### src/rtl/mclk_pause_ctrl.sv
// Pause controller for the mclk clock gate: drains the mclk domain, holds mclk stopped,
// supports single-cycle stepping while paused and guards the restart. Runs on sclk.
module mclk_pause_ctrl #(
    parameter int SETTLE_CYCLES = 2,
    parameter int RESUME_CYCLES = 2,
    parameter int DRAIN_MAX     = 255,
    parameter int CNT_W         = 16
) (
    input  logic             i_sclk,
    input  logic             i_rst_n,
    input  logic             i_pause_req,
    input  logic             i_mclk_idle,
    input  logic             i_step_req,
    input  logic             i_timeout_clr,
    output logic             o_mclk_pause,
    output logic             o_pause_ack,
    output logic [CNT_W-1:0] o_paused_cycles,
    output logic             o_drain_timeout
);

    localparam int MAX_A = (DRAIN_MAX > SETTLE_CYCLES) ? DRAIN_MAX : SETTLE_CYCLES;
    localparam int MAX_C = (MAX_A > RESUME_CYCLES) ? MAX_A : RESUME_CYCLES;
    localparam int CW    = (MAX_C < 2) ? 1 : $clog2(MAX_C);

    localparam logic [CW-1:0] DRAIN_LAST  = CW'(DRAIN_MAX - 1);
    localparam logic [CW-1:0] SETTLE_LAST = CW'(SETTLE_CYCLES - 1);
    localparam logic [CW-1:0] RESUME_LAST = CW'(RESUME_CYCLES - 1);

    typedef enum logic [2:0] {
        ST_RUN,
        ST_DRAIN,
        ST_SETTLE,
        ST_PAUSED,
        ST_STEP,
        ST_RESUME
    } state_t;

    state_t          r_state;
    state_t          w_state_nxt;
    logic [CW-1:0]   r_cnt;
    logic [CW-1:0]   w_cnt_nxt;
    logic            w_forced;
    logic            w_clr_paused;
    logic            w_mclk_pause_nxt;
    logic            w_pause_ack_nxt;
    logic [CNT_W-1:0] r_paused_cycles;
    logic            r_mclk_pause;
    logic            r_pause_ack;
    logic            r_drain_timeout;

    // One shared counter times DRAIN, SETTLE and RESUME; it is reloaded on every entry.
    always_comb begin
        w_state_nxt  = r_state;
        w_cnt_nxt    = r_cnt;
        w_forced     = 1'b0;
        w_clr_paused = 1'b0;
        case (r_state)
            ST_RUN: begin
                if (i_pause_req) begin
                    w_state_nxt  = ST_DRAIN;
                    w_cnt_nxt    = '0;
                    w_clr_paused = 1'b1;
                end
            end
            ST_DRAIN: begin
                if (!i_pause_req) begin
                    w_state_nxt = ST_RUN;
                end else if (i_mclk_idle) begin
                    w_state_nxt = ST_SETTLE;
                    w_cnt_nxt   = '0;
                end else if (r_cnt == DRAIN_LAST) begin
                    w_state_nxt = ST_SETTLE;
                    w_cnt_nxt   = '0;
                    w_forced    = 1'b1;
                end else begin
                    w_cnt_nxt = r_cnt + CW'(1);
                end
            end
            ST_SETTLE: begin
                if (!i_pause_req) begin
                    w_state_nxt = ST_RESUME;
                    w_cnt_nxt   = '0;
                end else if (r_cnt == SETTLE_LAST) begin
                    w_state_nxt = ST_PAUSED;
                end else begin
                    w_cnt_nxt = r_cnt + CW'(1);
                end
            end
            ST_PAUSED: begin
                if (!i_pause_req) begin
                    w_state_nxt = ST_RESUME;
                    w_cnt_nxt   = '0;
                end else if (i_step_req) begin
                    w_state_nxt = ST_STEP;
                end
            end
            ST_STEP: begin
                if (!i_pause_req) begin
                    w_state_nxt = ST_RESUME;
                    w_cnt_nxt   = '0;
                end else begin
                    w_state_nxt = ST_PAUSED;
                end
            end
            ST_RESUME: begin
                if (r_cnt == RESUME_LAST) begin
                    w_state_nxt = ST_RUN;
                end else begin
                    w_cnt_nxt = r_cnt + CW'(1);
                end
            end
            default: begin
                w_state_nxt = ST_RUN;
                w_cnt_nxt   = '0;
            end
        endcase
    end

    // Outputs are decoded from the next state so they register on the same edge as the state.
    assign w_mclk_pause_nxt = (w_state_nxt == ST_SETTLE) || (w_state_nxt == ST_PAUSED);
    assign w_pause_ack_nxt  = (w_state_nxt == ST_PAUSED);

    always_ff @(posedge i_sclk) begin
        if (!i_rst_n) begin
            r_state         <= ST_RUN;
            r_cnt           <= '0;
            r_mclk_pause    <= 1'b0;
            r_pause_ack     <= 1'b0;
            r_paused_cycles <= '0;
            r_drain_timeout <= 1'b0;
        end else begin
            r_state      <= w_state_nxt;
            r_cnt        <= w_cnt_nxt;
            r_mclk_pause <= w_mclk_pause_nxt;
            r_pause_ack  <= w_pause_ack_nxt;

            if (w_clr_paused) begin
                r_paused_cycles <= '0;
            end else if ((r_state == ST_PAUSED) && (r_paused_cycles != '1)) begin
                r_paused_cycles <= r_paused_cycles + CNT_W'(1);
            end

            // A forced pause on the same cycle as a clear must stay visible.
            if (w_forced) begin
                r_drain_timeout <= 1'b1;
            end else if (i_timeout_clr) begin
                r_drain_timeout <= 1'b0;
            end
        end
    end

    assign o_mclk_pause    = r_mclk_pause;
    assign o_pause_ack     = r_pause_ack;
    assign o_paused_cycles = r_paused_cycles;
    assign o_drain_timeout = r_drain_timeout;

endmodule
### config.mk
export PLATFORM = sky130hd
export DESIGN_NAME = mclk_pause_ctrl
export DESIGN_NICKNAME = d
export VERILOG_FILES = /design/src/rtl/mclk_pause_ctrl.sv
export SDC_FILE = /design/constraint.sdc
export NUM_CORES = 1
export LEC_CHECK = 0
export CAP_MARGIN = 15
export CORE_MARGIN = 2
export CORE_UTILIZATION = 58
export DETAILED_ROUTE_END_ITERATION = 10
export PLACE_DENSITY = 0.89
export SLEW_MARGIN = 5
export SYNTH_ARGS = -nofsm -noshare
export SYNTH_HDL_FRONTEND = slang
export SYNTH_SLANG_ARGS = --single-unit
### constraint.sdc
create_clock -name i_sclk -period 4.05 [get_ports i_sclk]
set_input_delay 0.81 -clock i_sclk [delete_from_list [all_inputs] [get_ports i_sclk]]
set_output_delay 0.81 -clock i_sclk [all_outputs]
set_load 0.005 [all_outputs]
Word level (Yosys, flattened, before mapping)
Cells that the tools add are included.
{"block": "classes", "add_sub_neg": 2, "n_eq_ne": 13, "muxes": 27, "bitwise": 1, "reduce_logical": 7}
{"cell": "$mux W8", "count": 7}
{"cell": "$pmux W8 S5", "count": 1}
{"cell": "$mux W3", "count": 10}
{"cell": "$pmux W3 S6", "count": 1}
{"cell": "$add A16 B1 Y16 const B", "count": 1}
{"cell": "$ne A16 B16 Y1 const B", "count": 1}
{"cell": "$eq A3 B2 Y1 const B", "count": 4}
{"cell": "$add A8 B1 Y8 const B", "count": 1}
{"cell": "$eq A8 B1 Y1 const B", "count": 1}
{"cell": "$eq A8 B8 Y1 const B", "count": 1}
{"cell": "$mux W1", "count": 8}
{"cell": "$eq A3 B3 Y1 const B", "count": 2}
{"cell": "$ne A2 B2 Y1 const B", "count": 3}
{"cell": "$reduce_or A2 Y1", "count": 2}
{"cell": "$eq A3 B1 Y1 const B", "count": 1}
{"cell": "$logic_not A3 Y1", "count": 1}
{"cell": "$reduce_and A3 Y1", "count": 1}
{"cell": "$reduce_bool A2 Y1", "count": 1}
{"cell": "$logic_and A1 B1 Y1", "count": 1}
{"cell": "$logic_or A1 B1 Y1", "count": 1}
{"cell": "$not A1 Y1", "count": 1}
{"block": "word_totals", "reg_bits": 30, "in_bits": 6, "out_inout_bits": 19, "wordCells": 56}

Depth between registers and ports, before layout
{"block": "depth", "ltp_word": 7, "depth_mapped": 7, "mapped_depth_nobuf": 7}

Worst setup path after synthesis
No wires, ideal clock.
{"block": "synth_path", "path_kind": "in2reg", "from": "input i_pause_req", "to": "register r_cnt[5]", "setup_time_ns": 0.117, "arrival_ns": 1.991, "required_time_ns": 3.933, "slack_ns": 1.942, "stages": 6, "n_path_buf": 1, "path_cell_list": "clkbuf_1 -> and4b_1 -> nor3_2 -> nor2b_1 -> a31o_2 -> a22o_1"}
{"block": "synth_via", "elab_chain_len": 2, "word_cells_on_any_way": 6, "classes_between": "eq/ne (3); mux (2); reduce/logical (1)"}
{"item": "start, declared", "line": "11", "text": "input logic i_pause_req,"}
{"item": "$mux W8 or $ne A2 B2 Y1 (tied branches)"}
{"item": "$pmux W8 S5 or $reduce_and A3 Y1 (tied branches)"}
{"item": "end signal, assigned", "line": "133", "text": "r_cnt <= w_cnt_nxt;"}
{"item": "end, declared", "line": "40", "text": "logic [CW-1:0] r_cnt;"}
Several ways; a longest one is shown, not always the timed one.
A chain may end at the register's enable or synchronous reset.

Worst setup path after layout
{"block": "layout_path", "from": "input i_pause_req", "to": "register r_cnt[6]"}
Same word-level chain as after synthesis.

==> flow_metrics.py <==
metrics = {
    "setup_path": {
        "crit_required_ns": 4.29,
        "slowest_delay_ns": 0.67,
        "worst_setup_path_end_kind": "register",
        "path_class": "primary input to register",
        "critPathSlowestCell": "clkdlybuf4s50_1",
        "cp-start-kind": "primary input",
        "critPathArrivalTime_ns": 2.72,
        "critical_path_buf_inv_count": 1,
        "critical_path.top_delay_family": "compound AO/OA/AOI/OAI gates",
        "crit_path_max_fanout": 11,
        "cp_cell_sequence": "clkdlybuf4s50_1 -> nand2b_1 -> o31a_1 -> o22ai_2 -> nand3_1 -> o32ai_1",
    },
    "synth": {
        "yosysWarnings": 0,
        "syn_area_per_cell_um2": 8.31,
        "seq_area_frac_synth_pct": 34.7,
        "syn-num-nets": 218,
        "synthCells": 208,
        "synth-edff-count": 0,
        "synth_cell_types": 48,
        "synth_async_sr_flop_share_pct": 0,
        "synthFlopType": "dfxtp_1",
        "syn-cell-area_um2": 1730,
        "synth-seq-cells": 30,
    },
    "sta": {
        "fmax_ghz": 0.403,
        "hold_violations": 0,
        "tightest_slew_ns": 0.926,
        "finalSetupTns_ns": 0,
        "fin_crit_sh_pct": 61.3,
        "relSlewSlack_pct": 37.9,
        "grt_setup_unrepaired": "false",
        "finalSetupViolations": 0,
        "report.final.slew_viol_count": 0,
        "layout_min_cycle_time_ns": 2.48,
        "final.setup_skew_ns": 0.00372,
    },
    "clock_network": {
        "clk_path_buf_depth": 2,
        "post_cts_buffers": 0,
        "cts_inserted_buffers": 5,
        "postCtsHoldBufs": 0,
        "cts_resized": 0,
        "clk_pin_slew_ns": 0.09,
        "clock-sinks": 30,
        "clockRootBuffer": "clkbuf_4",
        "cts_tree": "yes",
        "htree_num_levels": 2,
        "worstSkewPairLatency_ns": 0.33,
    },
    "final_layout": {
        "fillers": 220,
        "diodes": 0,
        "nets": 242,
        "area_growth_pct": 17.9,
        "drive_gt1_share_pct": 9.87,
        "final_cell_count_no_fill": 264,
    },
    "die": {
        "initial_core_util_pct": 61.6,
        "die_w_um": 58.6,
        "dieArea_um2": 3430,
        "pin_count": 25,
        "die_y_um": 58.6,
        "core.rowCount": 19,
        "coreArea_um2": 2810,
    },
    "global_routing": {
        "overflow": 0,
        "grt_pass1_vias": 1382,
        "grtUsageTotal_pct": 22.3,
        "antenna_found_initial": 0,
        "grt_pass1_wl_um": 5940,
        "grt_max_degree": 17,
    },
    "power_and_ir_drop": {
        "cellLeakagePower_nw": 0.674,
        "finalPower_uw": 536,
        "peakVddDrop_mv": 0.166,
        "p_per_area_nw_per_um2": 263,
    },
    "status": {
        "status": "finished clean",
    },
    "detailed_routing": {
        "drt_first_pass_iters": 4,
        "wl_per_cell_um": 13.3,
        "vias": 1575,
        "drc_errors": 0,
        "ant_nets": 0,
        "via_per_inst": 5.97,
        "totalWireLength_um": 3520,
        "drtIter0Drc": 75,
    },
    "placement": {
        "dp_cells": 256,
        "globalplace.congestion": 0.879,
        "port-buffer-count": 24,
        "dp_hpwl_um": 2510,
    },
    "run": {
        "max-cap-violations": 0,
    },
    "worst_hold_path": {
        "hp-class": "register to register",
    },
}
layer usage:
layer  GRT usage (%)  up-vias  wire [um]
met4            9.74        0         54
met1            27.9      739       1600
met5               0        -          0
met3            5.49        6        152
li1                -      799          -
met2            36.3       31       1710
cells by family after synthesis:
group | share of synthesized area (%)
multiplexers | 1.16
AND/OR/NAND/NOR | 34.0
XOR/XNOR | 7.60
buffers and inverters | 3.91
adder cells (fa/ha/maj) | 2.89
AO/OA/AOI/OAI | 15.7
flip-flops | 34.7
synthesized netlist by cell type, types with 2 or more instances:
| cell | count | area, um2 |
|---|---|---|
| a31oi_1 | 2 | 12.5 |
| o21ai_0 | 4 | 20.0 |
| inv_1 | 7 | 26.3 |
| and3_1 | 4 | 25.0 |
| a31o_2 | 3 | 26.3 |
| o31ai_1 | 2 | 15.0 |
| nand2_1 | 15 | 56.3 |
| ha_1 | 4 | 50.1 |
| or3_1 | 2 | 12.5 |
| buf_2 | 3 | 15.0 |
| nor4_1 | 2 | 12.5 |
| and2_1 | 4 | 25.0 |
| nor2_1 | 25 | 93.8 |
| dfxtp_1 | 30 | 601 |
| clkbuf_1 | 4 | 15.0 |
| nand4_1 | 5 | 31.3 |
| xnor2_1 | 15 | 131 |
| a211oi_1 | 4 | 30.0 |
| o21a_1 | 2 | 15.0 |
| nand3_1 | 12 | 60.1 |
| nand2b_1 | 4 | 25.0 |
| nor3_1 | 7 | 35.0 |
| a21oi_1 | 13 | 65.1 |
| nor3_2 | 3 | 30.0 |
| a22o_1 | 3 | 26.3 |
| nor2b_1 | 5 | 31.3 |
| and3b_1 | 2 | 17.5 |
| mux2i_1 | 2 | 20.0 |
per-stage QoR:
step	setup slack [ns]	hold WS (ns)	utilization, %	cell area, um2
6_report	1.57	0.538	72.7	2040
3_5_place_dp	1.24	0.522	70.6	1980
3_3_place_gp	1.32	0.517	70.6	1980
4_1_cts	1.58	0.536	72.7	2040
5_1_grt	1.48	0.597	72.7	2040
2_1_floorplan	1.94	0.479	-	1730
cell usage in the layout, fill, tap and decap left out, types with 4 or more instances in the layout:
master,instances
a211oi_1,4
a21oi_1,13
and2_1,4
and3_1,4
clkbuf_4,5
clkdlybuf4s50_1,24
dfxtp_1,30
ha_1,4
inv_1,7
nand2_1,15
nand2b_1,4
nand3_1,12
nand4_1,5
nor2_1,25
nor2b_1,5
nor3_1,7
o21ai_0,4
xnor2_1,15
layout make-up:
class	instances	area [um2]	area share (%)
Clock buffer	7	55.1	2.70
Tap cell	31	38.8	1.90
Inverter	7	26.3	1.29
Sequential cell	30	601	29.4
Multi-Input combinational cell	163	1070	52.3
Clock inverter	1	5.00	0.245
Timing Repair Buffer	25	248	12.1
worst reg2reg max path, cell delays in order (launching register included):
cell and delay, ns:
dfxtp_1 0.44, ha_1 0.25, nand3_1 0.12, nor3_2 0.72, a21oi_1 0.25, mux2i_1 0.20
nor2_1 0.05
path summary, 6_finish.rpt:
| path | slack, ns | startpoint | end | cells after the start |
|---|---|---|---|---|
| worst max-delay path | 1.57 | i_pause_req | r_cnt[6]$_SDFFE_PN0P_ | 6 |
| worst min register to register | 0.54 | r_cnt[7]$_SDFFE_PN0P_ | r_cnt[7]$_SDFFE_PN0P_ | 2 |
| worst min-delay path | 0.54 | r_cnt[7]$_SDFFE_PN0P_ | r_cnt[7]$_SDFFE_PN0P_ | 2 |
| worst max register to register | 1.92 | o_paused_cycles[0]$_SDFFE_PP0P_ | o_paused_cycles[1]$_SDFFE_PP0P_ | 6 |
registers in the layout (all words and copies together), names as in the netlist:
signal and cells:
r_cnt 8, o_paused_cycles 16, o_drain_timeout 1, o_pause_ack 1, o_mclk_pause 1, r_state 3
power by group:
part / internal [mW] / total [mW] / switching, mW
logic: 0.0208 / 0.0446 / 0.0238
registers: 0.297 / 0.304 / 0.00698
clock network: 0.0840 / 0.188 / 0.104
total: 0.402 / 0.536 / 0.135
Note: power is estimated with default switching activity, not from simulation.
